[src/rtl/ppu_palette_lut.sv]
// ppu_palette_lut: palette RAM with backdrop mirroring, CPU port and 2-stage pixel-to-RGB pipeline
module ppu_palette_lut #(
   parameter int ADDR_W    = 5,
   parameter int IDX_W     = 6,
   parameter int COLOR_W   = 8,
   parameter int MIRROR_EN = 1
) (
   input  logic               clk,
   input  logic               rst,
   input  logic [ADDR_W-1:0]  cpu_addr,
   input  logic [7:0]         cpu_wdata,
   input  logic               cpu_we,
   input  logic               cpu_re,
   output logic [7:0]         cpu_rdata,
   output logic               cpu_rvalid,
   input  logic [ADDR_W-1:0]  pix_idx,
   input  logic               pix_valid,
   input  logic               grayscale,
   input  logic [2:0]         emphasis,
   output logic [COLOR_W-1:0] red,
   output logic [COLOR_W-1:0] green,
   output logic [COLOR_W-1:0] blue,
   output logic               rgb_valid
);
   localparam int DEPTH = 2 ** ADDR_W;
   localparam int REP = (COLOR_W + 7) / 8;
   localparam logic [ADDR_W-1:0] TOP = ADDR_W'(1) << (ADDR_W - 1);
   localparam logic [IDX_W-1:0] GRAY_MASK = {2'b11, {(IDX_W-2){1'b0}}};
   localparam logic [23:0] PAL [64] = '{
      24'h666666, 24'h002A88, 24'h1412A7, 24'h3B00A4, 24'h5C007E, 24'h6E0040, 24'h6C0600, 24'h561D00,
      24'h333500, 24'h0B4800, 24'h005200, 24'h004F08, 24'h00404D, 24'h000000, 24'h000000, 24'h000000,
      24'hADADAD, 24'h155FD9, 24'h4240FF, 24'h7527FE, 24'hA01ACC, 24'hB71E7B, 24'hB53120, 24'h994E00,
      24'h6B6D00, 24'h388700, 24'h0C9300, 24'h008F32, 24'h007C8D, 24'h000000, 24'h000000, 24'h000000,
      24'hFFFFFF, 24'h64B0FF, 24'h9290FF, 24'hC676FF, 24'hF36AFF, 24'hFE6ECC, 24'hFE8170, 24'hEA9E22,
      24'hBCBE00, 24'h88D800, 24'h5CE430, 24'h45E082, 24'h48CDDE, 24'h4F4F4F, 24'h000000, 24'h000000,
      24'hFFFFFF, 24'hC0DFFF, 24'hD3D2FF, 24'hE8C8FF, 24'hFBC2FF, 24'hFEC4EA, 24'hFECCC5, 24'hF7D8A5,
      24'hE4E594, 24'hCFEF96, 24'hBDF4AB, 24'hB3F3CC, 24'hB5EBF2, 24'hB8B8B8, 24'h000000, 24'h000000
   };
   function automatic logic [ADDR_W-1:0] eff(input logic [ADDR_W-1:0] a);
      return (MIRROR_EN != 0 && a[1:0] == 2'b00) ? (a & ~TOP) : a;
   endfunction
   // 8-bit table colours are bit-replicated so full scale stays full scale at any COLOR_W
   function automatic logic [COLOR_W-1:0] scale(input logic [7:0] c);
      logic [8*REP-1:0] w;
      w = {REP{c}};
      return w[8*REP-1 -: COLOR_W];
   endfunction
   function automatic logic [COLOR_W-1:0] att(input logic [COLOR_W-1:0] c, input logic dim);
      return dim ? c - (c >> 2) : c;
   endfunction
   logic [IDX_W-1:0]   ram [DEPTH];
   logic [IDX_W-1:0]   idx1;
   logic [2:0]         emph1;
   logic               v1;
   logic [ADDR_W-1:0]  cpu_eff, pix_eff;
   logic [23:0]        rom;
   logic               emph_on;
   logic               unused_wdata;
   assign unused_wdata = ^cpu_wdata;
   assign cpu_eff = eff(cpu_addr);
   assign pix_eff = eff(pix_idx);
   assign rom = PAL[6'(idx1)];
   assign emph_on = emph1 != 3'b000;
   always_ff @(posedge clk or posedge rst) begin
      if (rst) begin
         for (int i = 0; i < DEPTH; i++) ram[i] <= '0;
      end else if (cpu_we) begin
         ram[cpu_eff] <= cpu_wdata[IDX_W-1:0];
      end
   end
   always_ff @(posedge clk or posedge rst) begin
      if (rst) begin
         cpu_rdata  <= '0;
         cpu_rvalid <= 1'b0;
      end else begin
         cpu_rvalid <= cpu_re;
         if (cpu_re) cpu_rdata <= 8'(ram[cpu_eff]);
      end
   end
   always_ff @(posedge clk or posedge rst) begin
      if (rst) begin
         idx1      <= '0;
         emph1     <= '0;
         v1        <= 1'b0;
         red       <= '0;
         green     <= '0;
         blue      <= '0;
         rgb_valid <= 1'b0;
      end else begin
         idx1      <= grayscale ? (ram[pix_eff] & GRAY_MASK) : ram[pix_eff];
         emph1     <= emphasis;
         v1        <= pix_valid;
         red       <= att(scale(rom[23:16]), emph_on && !emph1[0]);
         green     <= att(scale(rom[15:8]),  emph_on && !emph1[1]);
         blue      <= att(scale(rom[7:0]),   emph_on && !emph1[2]);
         rgb_valid <= v1;
      end
   end
endmodule

[config.mk]
export PLATFORM = sky130hd
export DESIGN_NAME = ppu_palette_lut
export DESIGN_NICKNAME = d
export VERILOG_FILES = /design/src/rtl/ppu_palette_lut.sv
export SDC_FILE = /design/constraint.sdc
export NUM_CORES = 1
export LEC_CHECK = 0
export ABC_AREA = 1
export ABC_CLOCK_PERIOD_IN_PS = 16600
export BUFFER_PORTS_ARGS = -buffer_cell sky130_fd_sc_hd__buf_4
export CAP_MARGIN = 20
export CORE_MARGIN = 2
export CORE_UTILIZATION = 62
export DETAILED_ROUTE_END_ITERATION = 16
export GPL_ROUTABILITY_DRIVEN = 0
export PLACE_DENSITY = 0.8
export SYNTH_ARGS = -nofsm -noshare
export SYNTH_HDL_FRONTEND = slang
export SYNTH_SLANG_ARGS = --single-unit
[constraint.sdc]
create_clock -name clk -period 16.6 [get_ports clk]
set_input_delay 4.15 -clock clk [delete_from_list [all_inputs] [get_ports clk]]
set_output_delay 4.15 -clock clk [all_outputs]
set_load 0.02 [all_outputs]
# == After elaboration in Yosys (flattened, before gate mapping) ==
# Memories as Yosys holds them, arrays and structs flattened.
# Cells that the tools add are included.
# classes
addsub,3
bitwise,3
muxes,17
magnitude_cmp,4
n_reduce_logical,10
# ops
cell,n
192-bit bitwise mux,1
6-bit binary-select mux with 5-bit select,2
24-bit two-way mux,2
6-bit demux with 5-bit select,1
6-bit two-way mux,5
8-bit two-way mux,3
8-bit by 6-bit subtractor with 8-bit output,3
"6-bit >= comparator, second input constant",2
5-bit NOT with 6-bit output,2
5-bit two-way mux,2
"7-bit >= comparator, second input constant",1
6-bit NOT with 7-bit output,1
"6-bit by 1-bit less-than comparator with 1-bit output, second input constant",1
1-bit logical AND,4
2-bit logical NOT,2
4-bit two-way mux,1
1-bit logical NOT,3
3-bit nonzero test,1
# totals
word_cells,79
input_bits,27
romBits,1536
reg_bits,234
n_memories,1
# memory_table
memory,words,width,rd,rd_clocked_by_memory_dff,wr,line_no,text
(no name shown),64,24,1,0,0,62,assign rom = PAL[6'(idx1)];

# == Depth between registers and ports, before layout ==
# logic_depth
word_depth,8
mapped_depth,21

# == Worst setup path after synthesis ==
# OpenSTA, ideal clock, no wires.
# synth_timing
kind,in2reg
startpoint,in pix_idx[1]
endpoint,reg idx1[4]
cell_stages,9
required_ns,16.482
setup_slack_ns,11.304
path_buffers,3
t_arrival_ns,5.178
setup_ns,0.118
cell_sequence,clkbuf_1 -> inv_1 -> buf_2 -> clkbuf_1 -> nand3_1 -> nand4_1 -> nand3_1 -> nand3_1 -> nand2_1
# synth_via
elab_chain_cells,6
# synth_rtl
item,line_no,text
start: declaration,16,"input logic [ADDR_W-1:0] pix_idx,"
2-bit logical NOT,40,return (MIRROR_EN != 0 && a[1:0] == 2'b00) ? (a & ~TOP) : a;
5-bit two-way mux (*),40,
5-bit NOT with 6-bit output (implied by the code) (*),90,idx1 <= grayscale ? (ram[pix_eff] & GRAY_MASK) : ram[pix_eff];
6-bit binary-select mux with 5-bit select (*),90,
6-bit two-way mux (implied by the code) (*) (2 in series),90,
end signal: assignment,90,
end: declaration,52,logic [IDX_W-1:0] idx1;
# Mark *: on every way between the ends. The rest lies on a longest branch, timed or not. The select of a mux whose other input is x is not followed.
# A chain may end at the register's enable or synchronous reset.

# == Worst setup path after layout ==
# layout_timing
startpoint,in cpu_addr[0]
endpoint,reg ram[148] in the netlist's numbering
# layout_via
elab_chain_cells,8
elab_cells_between_ends,9
cone_classes,order compare: 2; mux: 4; bitwise: 1; reduce/logical: 2
# layout_rtl
item,line_no,text
start: declaration,10,"input logic [ADDR_W-1:0] cpu_addr,"
2-bit logical NOT,40,
5-bit two-way mux (*),40,
5-bit NOT with 6-bit output (implied by the code) (*),68,ram[cpu_eff] <= cpu_wdata[IDX_W-1:0];
6-bit >= comparator (implied by the code) / 6-bit by 1-bit less-than comparator with 1-bit output (equally long branches),68,
1-bit logical AND (implied by the code),68,
6-bit two-way mux (implied by the code),68,
6-bit demux with 5-bit select (*),68,
192-bit bitwise mux (*),68,
end signal: indexed assignment,68,
end: declaration,51,logic [IDX_W-1:0] ram [DEPTH];
# Mark *: on every way between the ends. The rest lies on a longest branch, timed or not.

==> metrics.yaml <==
outcome:
  outcome: "completed"
pwr:
  ir_drop_uv: 87.8
  power.leakage_nw: 8.01
  power.total_mw: 1.98
  powerDensity_nw_per_um2: 125
global_routing:
  grt_pass1_wl_um: 69500
  grt_pass1_vias: 13500
  grt_use_total_pct: 35.4
  grtUsageMet1_pct: 48.2
  top_usage_layer: "met2"
  met2_usage_pct: 54.4
  met3_usage_pct: 7.39
  grt_overflow: 0
  grt_start_max_net_pins: 94
  antenna_found_initial: 0
cells_and_area:
  layout_common_cells: "nand2_1 (721), dfrtp_1 (234), nand3_1 (233), inv_1 (204), o21ai_0 (202)"
  finalNetCount: 2194
  mostFrequentLayoutCell: "nand2_1"
  post-route-util_pct: 68.2
  drive_gt1_share_pct: 6.85
  synthToLayoutAreaGrowth_pct: 8.55
  stdcell_area_um2: 15900
  diodes: 0
die:
  start_util_pct: 62.9
  fp-row-count: 56
  die_x_um: 158
  core-area_um2: 23300
  die_h_um: 158
  io_pins: 61
  dieArea_um2: 24900
clock_network:
  clockBufferDepth: 3
  cts_setup_buffers: 0
  cts_resized: 0
  postCtsHoldBufs: 0
  cts_max_level: 1
  clock_latency_ps: 540
  clk_pin_slew_worst_paths_ps: 60
  cts-root-buf: "clkbuf_16"
  tritoncts: "yes"
  numCtsBuffers: 26
  clock_sinks: 234
synth:
  yosysUniqueCellTypes: 36
  seq_area_frac_synth_pct: 39.9
  synth_flop_cell: "dfrtp_1"
  postSynthAreaPerCell_um2: 6.74
  ys_seq_elements: 234
  syn_area_um2: 14700
  yosys-top-cells-area: "dfrtp_1 (40%), nand2_1 (18%), nand3_1 (8.0%), o21ai_0 (6.9%), inv_1 (5.2%)"
  netlist_instances: 2177
  synth_top_area_share_pct: 39.9
  async_flop_share_pct: 100
  synth_warnings: 0
  synth_edf_count: 0
  synth_largest_area_cell: "dfrtp_1"
setup_path:
  crit_path_max_fanout: 69
  worst-setup-path-type: "in2reg"
  arrival_ps: 6810
  r2r_slack_ps: 12100
  rr_worst_depth: 20
  start_kind: "input pin"
  crit_required_ps: 16980
  cp-end-kind: "register"
sta:
  fin_tns_setup_ps: 0
  timing.fmax_mhz: 155
  min_period_over_period_pct: 38.8
  period_needed_ps: 6430
  timing.final.hold_violations: 0
  worstMarginPinSlew_ps: 1080
  setup_viol_count_final: 0
  rsz0062_at_grt: "false"
  finalMaxSlewViolations: 0
  hold_slack_ps: 352
  max_slew_margin_pct: 28.1
  finClkSkew_ps: 10.7
route:
  drt_iter0_drc: 1888
  num_vias: 14600
  dr.pass1.iters: 7
  drc_errors: 0
  avgViaCountPerCell: 5.91
  ant_nets: 0
  wl_per_cell_um: 17.6
  wirelength_um: 43400
place:
  dpl_cell_area_um2: 14900
  place_hpwl_um: 28400
  portBuffers: 56
worst_hold_path:
  min_path_type: "reg2reg"
  holdPathStages: 0
flow_run:
  max_cap_violations: 0
[flip-flops by register name (all words and copies together), names as in the netlist]
name	cells
blue	8
cpu_rdata	6
cpu_rvalid	1
emph1	3
green	8
idx1	6
ram	192
red	8
rgb_valid	1
v1	1
[metal layers]
layer  routed length [um]  part of all wire [%]
met4                 2120                   4.9
met1                17000                    39
met2                19300                    44
met5                    0                     0
met3                 4960                    11
[critical path, stage by stage]
cell	delay, ps
buf_4	580
nand2_1	730
nor2_2	650
nand2_1	420
nand2_1	160
o21ai_1	90
[through the flow]
stage,setup slack (ps),instances
final,10170,2465
after CTS,10360,2464
after global routing,10100,2465
after floorplan,6030,2178
after global placement,9910,2415
after detailed placement,9820,2416
[synthesized netlist by cell type (3+ instances only)]
cell type and number:
a21oi_1 47, a31oi_1 3, buf_1 9, buf_2 55, clkbuf_1 81, clkinv_1 4
dfrtp_1 234, fa_1 3, ha_1 38, inv_1 205, inv_2 8, nand2_1 721
nand3_1 233, nand4_1 21, nor2_1 155, nor2_4 7, nor3_1 4, o211ai_1 22
o21ai_0 202, o21ai_1 82, o22ai_1 6, or2_2 10, xnor2_1 5, xor2_1 4
[area by class of cell]
type | count | area, um^2
repair buffers | 68 | 528
fillers | 1997 | 7410
multi-input cells | 1579 | 7370
inverters | 217 | 822
well taps | 319 | 399
clock inverters | 13 | 200
flip-flops and latches | 234 | 5860
clock buffers | 35 | 746
[where the power goes]
| group | total [mW] | leakage (nW) | switching [mW] | internal [mW] |
|---|---|---|---|---|
| clock network | 0.633 | 0.465 | 0.241 | 0.393 |
| logic | 0.592 | 4.55 | 0.378 | 0.214 |
| registers | 0.758 | 2.99 | 0.0768 | 0.681 |
[worst paths after layout]
| path | end | from |
|---|---|---|
| max reg2reg | red[6]$_DFF_PP0_ | idx1[2]$_DFF_PP0_ |
| max | ram[148]$_DFFE_PP0P_ | cpu_addr[0] |
| min | rgb_valid$_DFF_PP0_ | v1$_DFF_PP0_ |
| min in group asynchronous | rgb_valid$_DFF_PP0_ | rst |
| min reg2reg | rgb_valid$_DFF_PP0_ | v1$_DFF_PP0_ |
| max in group asynchronous | ram[15]$_DFFE_PP0P_ | rst |
[kinds of logic after synthesis]
group | after synthesis | share of synthesized area (%)
compound gates | 368 | 13.2
flops | 234 | 39.9
xor+xnor | 9 | 0.537
simple gates | 1159 | 32.8
fa+ha+maj | 41 | 3.65
other cells | 1 | 0.0256
buf+inv | 365 | 9.87
No activity file was read; power rests on OpenSTA's default activity.
